### config.mk
export PLATFORM = sky130hd
export DESIGN_NAME = mem_access_stage_flat
export DESIGN_NICKNAME = d
export VERILOG_FILES = /design/src/rtl/mem_access_stage_if.sv /design/src/rtl/mem_access_stage.sv /design/src/flat_wrapper.sv
export SDC_FILE = /design/constraint.sdc
export NUM_CORES = 1
export LEC_CHECK = 0
export CAP_MARGIN = 20
export CORE_AREA = 2 2 148 114
export CTS_BUF_LIST = sky130_fd_sc_hd__clkbuf_4
export CTS_CLUSTER_SIZE = 24
export DETAILED_ROUTE_END_ITERATION = 16
export DIE_AREA = 0 0 150 116
export GPL_ROUTABILITY_DRIVEN = 0
export PLACE_DENSITY_LB_ADDON = 0.25
export SYNTH_ARGS = -nofsm -noshare
export SYNTH_HDL_FRONTEND = slang
export SYNTH_SLANG_ARGS = --single-unit
export TNS_END_PERCENT = 1
### constraint.sdc
create_clock -name clk -period 3.1 [get_ports clk]
set_input_delay 0.465 -clock clk [delete_from_list [all_inputs] [get_ports clk]]
set_output_delay 0.465 -clock clk [all_outputs]
set_load 0.02 [all_outputs]
### src/rtl/mem_access_stage_if.sv
// Bundles every signal of the MEM stage except clk and rst.
// The EX op bus, the data-memory port and the WB result bus.
// Modport slave is the MEM stage's view. Modport master is the surrounding pipeline/memory view.
//   EX  : ex_valid/ex_ready handshake, ex_op, ex_funct3, ex_addr, ex_wdata, ex_result, ex_rd
//   DMEM: dmem_req/dmem_gnt (same-cycle grant), dmem_we, dmem_be, dmem_addr, dmem_wdata,
//         dmem_rvalid/dmem_rdata (load response)
//   WB  : wb_valid/wb_ready handshake, wb_we, wb_rd, wb_data, wb_exc, wb_exc_cause
interface mem_access_stage_if;
   // EX -> MEM
   logic        ex_valid;
   logic        ex_ready;
   logic [1:0]  ex_op;
   logic [2:0]  ex_funct3;
   logic [31:0] ex_addr;
   logic [31:0] ex_wdata;
   logic [31:0] ex_result;
   logic [4:0]  ex_rd;
   // MEM <-> data memory
   logic        dmem_req;
   logic        dmem_gnt;
   logic        dmem_we;
   logic [3:0]  dmem_be;
   logic [31:0] dmem_addr;
   logic [31:0] dmem_wdata;
   logic        dmem_rvalid;
   logic [31:0] dmem_rdata;
   // MEM -> WB
   logic        wb_valid;
   logic        wb_ready;
   logic        wb_we;
   logic [4:0]  wb_rd;
   logic [31:0] wb_data;
   logic        wb_exc;
   logic [1:0]  wb_exc_cause;

   // Pipeline / memory side
   modport master (
      output ex_valid, ex_op, ex_funct3, ex_addr, ex_wdata, ex_result, ex_rd,
      input  ex_ready,
      input  dmem_req, dmem_we, dmem_be, dmem_addr, dmem_wdata,
      output dmem_gnt, dmem_rvalid, dmem_rdata,
      input  wb_valid, wb_we, wb_rd, wb_data, wb_exc, wb_exc_cause,
      output wb_ready
   );

   // MEM stage side
   modport slave (
      input  ex_valid, ex_op, ex_funct3, ex_addr, ex_wdata, ex_result, ex_rd,
      output ex_ready,
      output dmem_req, dmem_we, dmem_be, dmem_addr, dmem_wdata,
      input  dmem_gnt, dmem_rvalid, dmem_rdata,
      output wb_valid, wb_we, wb_rd, wb_data, wb_exc, wb_exc_cause,
      input  wb_ready
   );
endinterface

### src/rtl/mem_access_stage.sv
// RV32I MEM stage. It turns EX load/store/pass-through ops into data-memory requests.
// It formats load data and flags illegal or misaligned accesses.
// Every result is registered once per instruction for WB.
// Latency: pass-through/store/exception produce a result 1 cycle after acceptance.
//          A load's result appears on the edge that samples dmem_rvalid.
// Backpressure: EX is stalled while the WB register is full and not drained.
//          EX is also stalled while a load is outstanding, and when a memory op is not granted.
// Ports: clk, rst (async, active-low), bus (mem_access_stage_if.slave: EX, DMEM and WB groups).
// Optional macro MEM_TOHOST_EN adds the tohost_done/tohost_pass outputs.
// These outputs monitor a sw to TOHOST_ADDR.
module mem_access_stage #(
   parameter logic [31:0] TOHOST_ADDR = 32'h0000_1000
) (
   input  logic                 clk,
   input  logic                 rst,
   mem_access_stage_if.slave    bus
`ifdef MEM_TOHOST_EN
   ,
   output logic                 tohost_done,
   output logic                 tohost_pass
`endif
);

   typedef enum logic {IDLE = 1'b0, LOAD_WAIT = 1'b1} state_t;

   localparam logic [1:0] OP_LOAD  = 2'd1;
   localparam logic [1:0] OP_STORE = 2'd2;

   localparam logic [1:0] CAUSE_LD_MISALIGN = 2'd1;
   localparam logic [1:0] CAUSE_ST_MISALIGN = 2'd2;
   localparam logic [1:0] CAUSE_ILLEGAL     = 2'd3;

   state_t      state;
   state_t      state_nxt;

   // Decode of the op currently presented by EX
   logic        is_load;
   logic        is_store;
   logic        illegal;
   logic        misaligned;
   logic        mem_op;
   logic [1:0]  off;

   // Handshake terms
   logic        out_free;
   logic        ex_ready_c;
   logic        dmem_req_c;
   logic        accept;
   logic        load_start;
   logic        load_done;

   // Request formatting
   logic [3:0]  req_be;
   logic [31:0] st_wdata;

   // Context of the outstanding load
   logic [2:0]  ld_funct3;
   logic [1:0]  ld_off;
   logic [4:0]  ld_rd;
   logic [7:0]  ld_byte;
   logic [15:0] ld_half;
   logic [31:0] ld_data;

   // WB result register
   logic        wb_valid_q;
   logic        wb_we_q;
   logic [4:0]  wb_rd_q;
   logic [31:0] wb_data_q;
   logic        wb_exc_q;
   logic [1:0]  wb_cause_q;

   // ------------------------------------------------------------------
   // Op decode
   // ------------------------------------------------------------------
   assign is_load  = (bus.ex_op == OP_LOAD);
   assign is_store = (bus.ex_op == OP_STORE);
   assign off      = bus.ex_addr[1:0];

   always_comb begin
      illegal = 1'b0;
      if (is_load) begin
         illegal = (bus.ex_funct3 == 3'd3) || (bus.ex_funct3 == 3'd6) ||
                   (bus.ex_funct3 == 3'd7);
      end else if (is_store) begin
         illegal = (bus.ex_funct3 > 3'd2);
      end
   end

   // funct3[1:0] encodes the access size for every legal load/store.
   // An illegal funct3 may also read as misaligned, but illegal wins when the cause is chosen.
   always_comb begin
      misaligned = 1'b0;
      if (is_load || is_store) begin
         case (bus.ex_funct3[1:0])
            2'd1:    misaligned = bus.ex_addr[0];
            2'd2:    misaligned = (bus.ex_addr[1:0] != 2'b00);
            default: misaligned = 1'b0;
         endcase
      end
   end

   // Only legal, aligned loads/stores go to memory. Everything else completes locally.
   assign mem_op = (is_load || is_store) && !illegal && !misaligned;

   // ------------------------------------------------------------------
   // FSM: state register
   // ------------------------------------------------------------------
   always_ff @(posedge clk or negedge rst) begin
      if (!rst) begin
         state <= IDLE;
      end else begin
         state <= state_nxt;
      end
   end

   // ------------------------------------------------------------------
   // FSM: next state
   // ------------------------------------------------------------------
   always_comb begin
      state_nxt = state;
      case (state)
         IDLE:      if (load_start)       state_nxt = LOAD_WAIT;
         LOAD_WAIT: if (bus.dmem_rvalid)  state_nxt = IDLE;
         default:                         state_nxt = IDLE;
      endcase
   end

   // ------------------------------------------------------------------
   // FSM: outputs
   // ------------------------------------------------------------------
   // The WB slot is free if it is empty or being drained this cycle.
   // This allows one op per cycle while WB keeps up.
   assign out_free = !wb_valid_q || bus.wb_ready;

   always_comb begin
      ex_ready_c = 1'b0;
      dmem_req_c = 1'b0;
      if (state == IDLE) begin
         dmem_req_c = bus.ex_valid && out_free && mem_op;
         ex_ready_c = out_free && (!mem_op || bus.dmem_gnt);
      end
   end

   assign accept     = bus.ex_valid && ex_ready_c;
   assign load_start = accept && is_load && mem_op;
   // A response outside LOAD_WAIT is stale (e.g. from before a reset) and is dropped.
   assign load_done  = (state == LOAD_WAIT) && bus.dmem_rvalid;

   // ------------------------------------------------------------------
   // Request formatting: lanes from size/offset, store data replicated
   // ------------------------------------------------------------------
   always_comb begin
      req_be   = 4'hF;
      st_wdata = bus.ex_wdata;
      case (bus.ex_funct3[1:0])
         2'd0: begin
            req_be   = 4'b0001 << off;
            st_wdata = {4{bus.ex_wdata[7:0]}};
         end
         2'd1: begin
            req_be   = 4'b0011 << off;
            st_wdata = {2{bus.ex_wdata[15:0]}};
         end
         default: ;
      endcase
   end

   assign bus.ex_ready   = ex_ready_c;
   assign bus.dmem_req   = dmem_req_c;
   assign bus.dmem_we    = is_store;
   assign bus.dmem_be    = req_be;
   assign bus.dmem_addr  = {bus.ex_addr[31:2], 2'b00};
   assign bus.dmem_wdata = st_wdata;

   // ------------------------------------------------------------------
   // Outstanding load context
   // ------------------------------------------------------------------
   always_ff @(posedge clk or negedge rst) begin
      if (!rst) begin
         ld_funct3 <= 3'd0;
         ld_off    <= 2'd0;
         ld_rd     <= 5'd0;
      end else if (load_start) begin
         ld_funct3 <= bus.ex_funct3;
         ld_off    <= off;
         ld_rd     <= bus.ex_rd;
      end
   end

   // Load extraction: the byte is picked by the full offset, the half by offset bit 1.
   // funct3[2] selects zero extension.
   always_comb begin
      ld_byte = bus.dmem_rdata[{ld_off, 3'b000} +: 8];
      ld_half = bus.dmem_rdata[{ld_off[1], 4'b0000} +: 16];
      case (ld_funct3)
         3'd0:    ld_data = {{24{ld_byte[7]}}, ld_byte};
         3'd1:    ld_data = {{16{ld_half[15]}}, ld_half};
         3'd4:    ld_data = {24'h0, ld_byte};
         3'd5:    ld_data = {16'h0, ld_half};
         default: ld_data = bus.dmem_rdata;
      endcase
   end

   // ------------------------------------------------------------------
   // WB result register
   // ------------------------------------------------------------------
   // A load acceptance falls through to the drain branch. The slot was free,
   // so it empties and stays empty until the response arrives.
   always_ff @(posedge clk or negedge rst) begin
      if (!rst) begin
         wb_valid_q <= 1'b0;
         wb_we_q    <= 1'b0;
         wb_rd_q    <= 5'd0;
         wb_data_q  <= 32'd0;
         wb_exc_q   <= 1'b0;
         wb_cause_q <= 2'd0;
      end else if (accept && !load_start) begin
         wb_valid_q <= 1'b1;
         wb_rd_q    <= bus.ex_rd;
         if (illegal || misaligned) begin
            // Faulting address is kept in wb_data for the trap handler
            wb_we_q    <= 1'b0;
            wb_exc_q   <= 1'b1;
            wb_data_q  <= bus.ex_addr;
            wb_cause_q <= illegal ? CAUSE_ILLEGAL :
                          (is_load ? CAUSE_LD_MISALIGN : CAUSE_ST_MISALIGN);
         end else if (is_store) begin
            wb_we_q    <= 1'b0;
            wb_exc_q   <= 1'b0;
            wb_data_q  <= 32'd0;
            wb_cause_q <= 2'd0;
         end else begin
            // ALU pass-through, including the reserved op encoding
            wb_we_q    <= (bus.ex_rd != 5'd0);
            wb_exc_q   <= 1'b0;
            wb_data_q  <= bus.ex_result;
            wb_cause_q <= 2'd0;
         end
      end else if (load_done) begin
         wb_valid_q <= 1'b1;
         wb_we_q    <= (ld_rd != 5'd0);
         wb_rd_q    <= ld_rd;
         wb_data_q  <= ld_data;
         wb_exc_q   <= 1'b0;
         wb_cause_q <= 2'd0;
      end else if (bus.wb_ready) begin
         wb_valid_q <= 1'b0;
      end
   end

   assign bus.wb_valid     = wb_valid_q;
   assign bus.wb_we        = wb_we_q;
   assign bus.wb_rd        = wb_rd_q;
   assign bus.wb_data      = wb_data_q;
   assign bus.wb_exc       = wb_exc_q;
   assign bus.wb_exc_cause = wb_cause_q;

   // ------------------------------------------------------------------
   // Test-completion monitor
   // ------------------------------------------------------------------
`ifdef MEM_TOHOST_EN
   // Only the first granted sw to TOHOST_ADDR is recorded. Later writes cannot change the verdict.
   always_ff @(posedge clk or negedge rst) begin
      if (!rst) begin
         tohost_done <= 1'b0;
         tohost_pass <= 1'b0;
      end else if (dmem_req_c && bus.dmem_gnt && is_store &&
                   (bus.ex_funct3 == 3'd2) && (bus.ex_addr == TOHOST_ADDR) &&
                   !tohost_done) begin
         tohost_done <= 1'b1;
         tohost_pass <= (bus.ex_wdata == 32'd1);
      end
   end
`else
   logic unused_tohost_addr;
   assign unused_tohost_addr = ^TOHOST_ADDR;
`endif

endmodule

### src/flat_wrapper.sv
// flat-port wrapper written by rule: the top's interface ports become plain ports
module mem_access_stage_flat 
#(
   parameter logic [31:0] TOHOST_ADDR = 32'h0000_1000
)
  (clk, rst, bus_ex_valid, bus_ex_op, bus_ex_funct3, bus_ex_addr, bus_ex_wdata, bus_ex_result, bus_ex_rd, bus_ex_ready, bus_dmem_req, bus_dmem_we, bus_dmem_be, bus_dmem_addr, bus_dmem_wdata, bus_dmem_gnt, bus_dmem_rvalid, bus_dmem_rdata, bus_wb_valid, bus_wb_we, bus_wb_rd, bus_wb_data, bus_wb_exc, bus_wb_exc_cause, bus_wb_ready);
  mem_access_stage_if bus_i ();
  input  logic clk;
  input  logic rst;
  input wire logic [$bits(bus_i.ex_valid)-1:0] bus_ex_valid;
  input wire logic [$bits(bus_i.ex_op)-1:0] bus_ex_op;
  input wire logic [$bits(bus_i.ex_funct3)-1:0] bus_ex_funct3;
  input wire logic [$bits(bus_i.ex_addr)-1:0] bus_ex_addr;
  input wire logic [$bits(bus_i.ex_wdata)-1:0] bus_ex_wdata;
  input wire logic [$bits(bus_i.ex_result)-1:0] bus_ex_result;
  input wire logic [$bits(bus_i.ex_rd)-1:0] bus_ex_rd;
  output wire logic [$bits(bus_i.ex_ready)-1:0] bus_ex_ready;
  output wire logic [$bits(bus_i.dmem_req)-1:0] bus_dmem_req;
  output wire logic [$bits(bus_i.dmem_we)-1:0] bus_dmem_we;
  output wire logic [$bits(bus_i.dmem_be)-1:0] bus_dmem_be;
  output wire logic [$bits(bus_i.dmem_addr)-1:0] bus_dmem_addr;
  output wire logic [$bits(bus_i.dmem_wdata)-1:0] bus_dmem_wdata;
  input wire logic [$bits(bus_i.dmem_gnt)-1:0] bus_dmem_gnt;
  input wire logic [$bits(bus_i.dmem_rvalid)-1:0] bus_dmem_rvalid;
  input wire logic [$bits(bus_i.dmem_rdata)-1:0] bus_dmem_rdata;
  output wire logic [$bits(bus_i.wb_valid)-1:0] bus_wb_valid;
  output wire logic [$bits(bus_i.wb_we)-1:0] bus_wb_we;
  output wire logic [$bits(bus_i.wb_rd)-1:0] bus_wb_rd;
  output wire logic [$bits(bus_i.wb_data)-1:0] bus_wb_data;
  output wire logic [$bits(bus_i.wb_exc)-1:0] bus_wb_exc;
  output wire logic [$bits(bus_i.wb_exc_cause)-1:0] bus_wb_exc_cause;
  input wire logic [$bits(bus_i.wb_ready)-1:0] bus_wb_ready;
  assign bus_i.ex_valid = bus_ex_valid;
  assign bus_i.ex_op = bus_ex_op;
  assign bus_i.ex_funct3 = bus_ex_funct3;
  assign bus_i.ex_addr = bus_ex_addr;
  assign bus_i.ex_wdata = bus_ex_wdata;
  assign bus_i.ex_result = bus_ex_result;
  assign bus_i.ex_rd = bus_ex_rd;
  assign bus_ex_ready = bus_i.ex_ready;
  assign bus_dmem_req = bus_i.dmem_req;
  assign bus_dmem_we = bus_i.dmem_we;
  assign bus_dmem_be = bus_i.dmem_be;
  assign bus_dmem_addr = bus_i.dmem_addr;
  assign bus_dmem_wdata = bus_i.dmem_wdata;
  assign bus_i.dmem_gnt = bus_dmem_gnt;
  assign bus_i.dmem_rvalid = bus_dmem_rvalid;
  assign bus_i.dmem_rdata = bus_dmem_rdata;
  assign bus_wb_valid = bus_i.wb_valid;
  assign bus_wb_we = bus_i.wb_we;
  assign bus_wb_rd = bus_i.wb_rd;
  assign bus_wb_data = bus_i.wb_data;
  assign bus_wb_exc = bus_i.wb_exc;
  assign bus_wb_exc_cause = bus_i.wb_exc_cause;
  assign bus_i.wb_ready = bus_wb_ready;
  mem_access_stage #(.TOHOST_ADDR(TOHOST_ADDR)) u_core (.clk(clk), .rst(rst), .bus(bus_i));
endmodule
==> impl_metrics.tcl, run 1 <==
set metrics [dict create \
    status "complete, no violations" \
    cp-startpoint "bus_ex_op[0]" \
    hold_buffers 0 \
    cts.sinks 53 \
    fin_skew_ps 12.7 \
    grt_max_degree 42 \
    fp.dieH_um 116 \
    layout.nets 926 \
    critical_path_class "in -> out" \
    synth_area_leaders "dfrtp_1 (28%), buf_4 (6.7%), nand2_1 (5.9%)" \
    cts-root-buf "clkbuf_4" \
    holdWs_ps 139 \
    synthToLayoutAreaGrowth_pct 56.3 \
    yosysTopAreaCell "dfrtp_1" \
    tightest_slew_ps 917 \
    drive_gt1_share_pct 10.7 \
    synth_warnings 0 \
    cp_max_fo 3 \
    antenna_found_initial 0 \
    post-route-period-util_pct 96.8 \
    row_count 40 \
    rsz0062_at_grt "false" \
    fin_util_pct 46.5 \
    cts_tree "done" \
    synth_cell_types 51 \
    dieArea_sq_mm 0.0174 \
    syn_area_per_cell_sq_um 8.31 \
    portBuffers 254 \
    fillers 1534 \
    grt_pass1_wl_mm 27.9 \
    first_iter_violations 349 \
    dp_hpwl_mm 14.4 \
    cp.required_ps 2630 \
    grt_pass1_vias 4936 \
    drv_slew 0 \
    numCtsBuffers 5 \
    r2r_slack_ps 830 \
    vias 5191 \
    vdd_drop_max_mv 0.184 \
    fmax_mhz 333 \
    fin_setup_tns_ps 0 \
    antenna_left 0 \
    p_leak_nw 3.21 \
    layout_min_cycle_time_ps 3000 \
    end_kind "output pin" \
    vias_per_cell 5.26 \
    wl_mm 18.6 \
    synthArstFlopShare_pct 100 \
    netlist_area_sq_mm 0.00471 \
    power_density_mw_per_mm2 483 \
    drc_errors 0 \
    ff2ff_path_depth 7 \
    critPathLaunchType "primary input" \
    critPathCapture "bus_ex_ready" \
    finalWorstSetupSlack_ps 99.3 \
    drv_cap 0 \
    core_area_sq_mm 0.0158 \
    clock_latency_ps 410 \
    cts_buffer_depth 2 \
    diodes 0 \
    grtUsageTotal_pct 20.7 \
    drtPass1Iterations 5 \
    cp.arrival_ps 2540 \
    synth_top_area_share_pct 28.2 \
    grt_overflow 0 \
    setup_viol 0 \
    postCtsSetupBuffers 0 \
    yosysMostFrequentCell "nand2_1" \
    syn_inst 567 \
    start_util_pct 29.8 \
    synth_ff_type "dfrtp_1" \
    ys_seq_area_share_pct 28.2 \
    reg2reg_to "u_core.bus.wb_data[20]$_DFFE_PN0P_" \
    ios 257 \
    slew_headroom_pct 38.8 \
    synth_common_cells "nand2_1 (74), dfrtp_1 (53), a21oi_1 (43)" \
    cts_max_level 2 \
    hold_viol_final 0 \
    die_w_um 150 \
    r2r_start "u_core.ld_funct3[1]$_DFFE_PN0P_" \
    hold_class "in -> async" \
    clk_pin_slew_ps 190 \
    power_w 0.00355 \
    synth_seq_cells 53 \
    dp_slack_ps -289 \
    synth_edf_count 0 \
    wl_per_cell_um 18.9 \
]
-- per-stage QoR --
stage               instance area (sq um)  std cells
CTS                                  7310        986
global route                         7360        987
finish                               7360        987
global placement                     7250        978
floorplan                            4710        568
detailed placement                   7250        978
-- area by class of cell --
type	instances	area, sq um	area share [%]
Sequential cell	53	1330	18.0
Timing Repair Buffer	291	2870	39.0
Multi-Input combinational cell	399	2740	37.2
Tap cell	210	263	3.57
Clock inverter	3	25.0	0.340
Clock buffer	5	37.5	0.510
Inverter	26	97.6	1.33
-- worst min-delay path by stage --
| stage | from | endpoint | cells after the start |
|---|---|---|---|
| 2_1_floorplan | rst | u_core.bus.wb_data[0]$_DFFE_PN0P_ | 0 |
| 3_3_place_gp | u_core.bus.wb_exc_cause[0]$_DFFE_PN0P_ | u_core.bus.wb_exc_cause[0]$_DFFE_PN0P_ | 1 |
| 3_5_place_dp | u_core.bus.wb_exc_cause[0]$_DFFE_PN0P_ | u_core.bus.wb_exc_cause[0]$_DFFE_PN0P_ | 1 |
| 4_1_cts | rst | u_core.bus.wb_rd[1]$_DFFE_PN0P_ | 1 |
| 5_1_grt | rst | u_core.bus.wb_rd[1]$_DFFE_PN0P_ | 1 |
| 6_report | rst | u_core.bus.wb_rd[1]$_DFFE_PN0P_ | 1 |
-- repair_timing --
action                     4_1_cts  5_1_grt
gates cloned                     0        0
setup endpoints to repair       10       18
gates resized for setup          6       19
-- registers in the layout (all words and copies together), names as in the netlist --
name	cells
u_core.state	1
u_core.ld_rd	5
u_core.ld_funct3	3
u_core.bus.wb_exc_cause	2
u_core.bus.wb_exc	1
u_core.bus.wb_data	32
u_core.bus.wb_rd	5
u_core.bus.wb_valid	1
u_core.ld_off	2
u_core.bus.wb_we	1
-- power by group --
part / internal, W / leakage [nW] / switching, W
Combinational: 0.00106 / 2.54 / 0.00107
Clock: 0.0000931 / 0.0318 / 0.000274
Sequential: 0.000894 / 0.640 / 0.000164
Total: 0.00205 / 3.21 / 0.00151
-- placed cells by master (no fill, tap or decap), drive strengths merged, types with 3 or more instances in the layout --
| cell | Yosys | layout |
|---|---|---|
| clkdlybuf4s50 | 0 | 238 |
| nand2 | 74 | 74 |
| dfrtp | 53 | 53 |
| a21oi | 43 | 43 |
| buf | 62 | 39 |
| nor2 | 34 | 34 |
| inv | 26 | 27 |
| mux2 | 27 | 27 |
| mux2i | 24 | 24 |
| o21ai | 22 | 22 |
| nand4 | 18 | 18 |
| a32oi | 17 | 17 |
| a221o | 15 | 15 |
| and3 | 15 | 15 |
| a32o | 14 | 14 |
| dlymetal6s2s | 0 | 13 |
| o22ai | 10 | 10 |
| nor2b | 9 | 9 |
| nor3b | 9 | 9 |
| a22oi | 9 | 9 |
| a22o | 8 | 8 |
| o221ai | 8 | 8 |
| ha | 6 | 6 |
| nor3 | 6 | 6 |
| clkbuf | 28 | 6 |
| nand2b | 5 | 5 |
| a31o | 4 | 4 |
| nand3 | 3 | 3 |
-- metal layers --
layer | global-route usage, % | wire length [um] | vias to the layer above
li1 | - | - | 2471
met1 | 28.3 | 8190 | 2464
met2 | 33.6 | 8630 | 246
met3 | 5.79 | 1700 | 10
met4 | 2.77 | 92 | 0
met5 | 0 | 0 | -
-- worst max-delay path: stages --
cell and delay, ps:
clkdlybuf4s50_1 490, inv_1 50, ha_1 210, mux2_1 280, a221o_1 330, a31oi_4 170, inv_2 70, o311a_1 300
buf_2 160
-- kinds of logic after synthesis --
kind of cell / Yosys count / share of synthesized area [%]
AND/OR/NAND/NOR: 178 / 18.3
AO/OA/AOI/OAI: 161 / 25.0
buffers and inverters: 116 / 14.1
flip-flops: 53 / 28.2
multiplexers: 52 / 12.7
adder cells (fa/ha/maj): 6 / 1.59
other: 1 / 0.0796
Note: power is estimated with default switching activity, not from simulation.
==> run 2, diff against run 1 <==
- SLEW_MARGIN: not set -> 0
==> results of run 2 <==
No change in the layout: final DEF, timing and power equal those of run 1.
==> run 3, diff against run 2 <==
- CAP_MARGIN: 20 -> not set
- GPL_TIMING_DRIVEN: not set -> 0
==> impl_metrics.tcl, run 3 (synthesis results as in run 1) <==
set metrics [dict create \
    dp_slack_ps -1260 \
    p_leak_nw 3.27 \
    hold_class "in -> reg" \
    hold_depth 2 \
    setup_viol 0 \
    tightest_slew_ps 660 \
    finalWorstSetupSlack_ps 125 \
    hold_viol_final 0 \
    fillers 1561 \
    fmax_mhz 336 \
    ios 257 \
    cp.required_ps 2630 \
    dp_hpwl_mm 15.6 \
    synthToLayoutAreaGrowth_pct 62.8 \
    layout_common_cells "clkdlybuf4s50_1 (247), nand2_1 (74), dfrtp_1 (53)" \
    layout_commonest_cell "clkdlybuf4s50_1" \
    vdd_drop_max_mv 0.187 \
    regArea_sq_mm 0.00133 \
    cp.arrival_ps 2510 \
    power_density_mw_per_mm2 475 \
    clk_pin_slew_ps 180 \
    wl_per_cell_um 18.7 \
    rsz0062_at_grt "false" \
    first_iter_violations 345 \
    end_kind "output pin" \
    portBuffers 254 \
    instances_no_fill 1043 \
    multi_input_area_sq_mm 0.00276 \
    ff2ff_path_depth 6 \
    slew_headroom_pct 55.8 \
    fin_skew_ps 7.60 \
    post-route-period-util_pct 96.0 \
    drv_cap 0 \
    antenna_found_initial 0 \
    dieArea_sq_mm 0.0174 \
    wl_mm 19.5 \
    vias_per_cell 5.21 \
    grt_pass1_wl_mm 29.7 \
    critical_path_class "in -> out" \
    grtUsageTotal_pct 22.0 \
    critPathLaunchType "primary input" \
    die_w_um 150 \
    cts-root-buf "clkbuf_4" \
    cts.sinks 53 \
    layout.nets 982 \
    cts_tree "done" \
    start_util_pct 29.8 \
    drv_slew 0 \
    numCtsBuffers 5 \
    row_count 40 \
    cts_max_level 2 \
    grt_overflow 0 \
    drive_gt1_share_pct 13.8 \
    largest_reg_flops 32 \
    place_inst 1033 \
    drc_errors 0 \
    cts_buffer_depth 2 \
    core_area_sq_mm 0.0158 \
    fp.dieH_um 116 \
    drtPass1Iterations 5 \
    antenna_left 0 \
    grt_max_degree 35 \
    cp_max_fo 4 \
    clock_latency_ps 410 \
    layout_min_cycle_time_ps 2970 \
    grt_pass1_vias 5192 \
    diodes 0 \
    vias 5432 \
    status "complete, no violations" \
]
==> run 3: final cells by class <==
cell class	instances	area share [%]
clock buffers	5	0.489
multi-input cells	399	36.0
flip-flops and latches	53	17.3
inverters	26	1.27
repair buffers	259	33.7
plain buffers	88	7.50
well taps	210	3.43
clock inverters	3	0.343
==> run 3: timing repair <==
action                                 4_1_cts  5_1_grt
pin swaps                                    0        2
setup endpoints to repair                   34       22
hold buffers                                 1        0
gates resized for setup                     20       12
endpoints found under the hold margin        9        0
buffers inserted                             3        0
==> run 3: final timing paths <==
kind / from / to / slack, ps
hold reg to reg: u_core.bus.wb_exc_cause[1]$_DFFE_PN0P_ / u_core.bus.wb_exc_cause[1]$_DFFE_PN0P_ / 540
min in group asynchronous: rst / u_core.bus.wb_rd[4]$_DFFE_PN0P_ / 530
hold / removal: bus_ex_funct3[0] / u_core.ld_funct3[0]$_DFFE_PN0P_ / 350
setup / recovery: bus_ex_op[0] / bus_ex_ready / 130
setup reg to reg: u_core.state$_DFF_PN0_ / u_core.bus.wb_data[3]$_DFFE_PN0P_ / 710
max in group asynchronous: rst / u_core.bus.wb_data[8]$_DFFE_PN0P_ / 2000
==> run 3: power by group <==
part           switching (W)  leakage [nW]  internal (W)
clock network       0.000273        0.0293     0.0000939
registers           0.000137         0.640      0.000894
logic                0.00114          2.60       0.00110
==> run 3: layer usage <==
metal / vias up / track usage [%] / wire [um]
met5: - / 0 / 0
met4: 0 / 3.46 / 204
met3: 20 / 5.87 / 1870
met2: 259 / 33.7 / 8380
met1: 2567 / 31.7 / 9020
li1: 2586 / - / -
==> run 3: metrics by stage <==
| step | power [W] | setup TNS (ps) | area [sq um] | hold WS, ps | util, % |
|---|---|---|---|---|---|
| finish | 0.00364 | 0 | 7670 | 352 | 48.5 |
| floorplan | 0.00229 | 0 | 4710 | 169 | - |
| detailed placement | 0.00326 | -37480 | 7530 | 467 | 47.6 |
| global placement | 0.00325 | -48450 | 7520 | 497 | 47.5 |
| CTS | 0.00364 | -286 | 7650 | 522 | 48.3 |
| global route | 0.00387 | 0 | 7670 | 337 | 48.5 |
==> run 3: critical path, stage by stage <==
cell	delay, ps
dlymetal6s2s_1	150
inv_1	60
ha_2	210
mux2_1	290
a221o_1	360
a31oi_4	230
buf_8	140
inv_2	50
o311a_1	370
buf_4	170
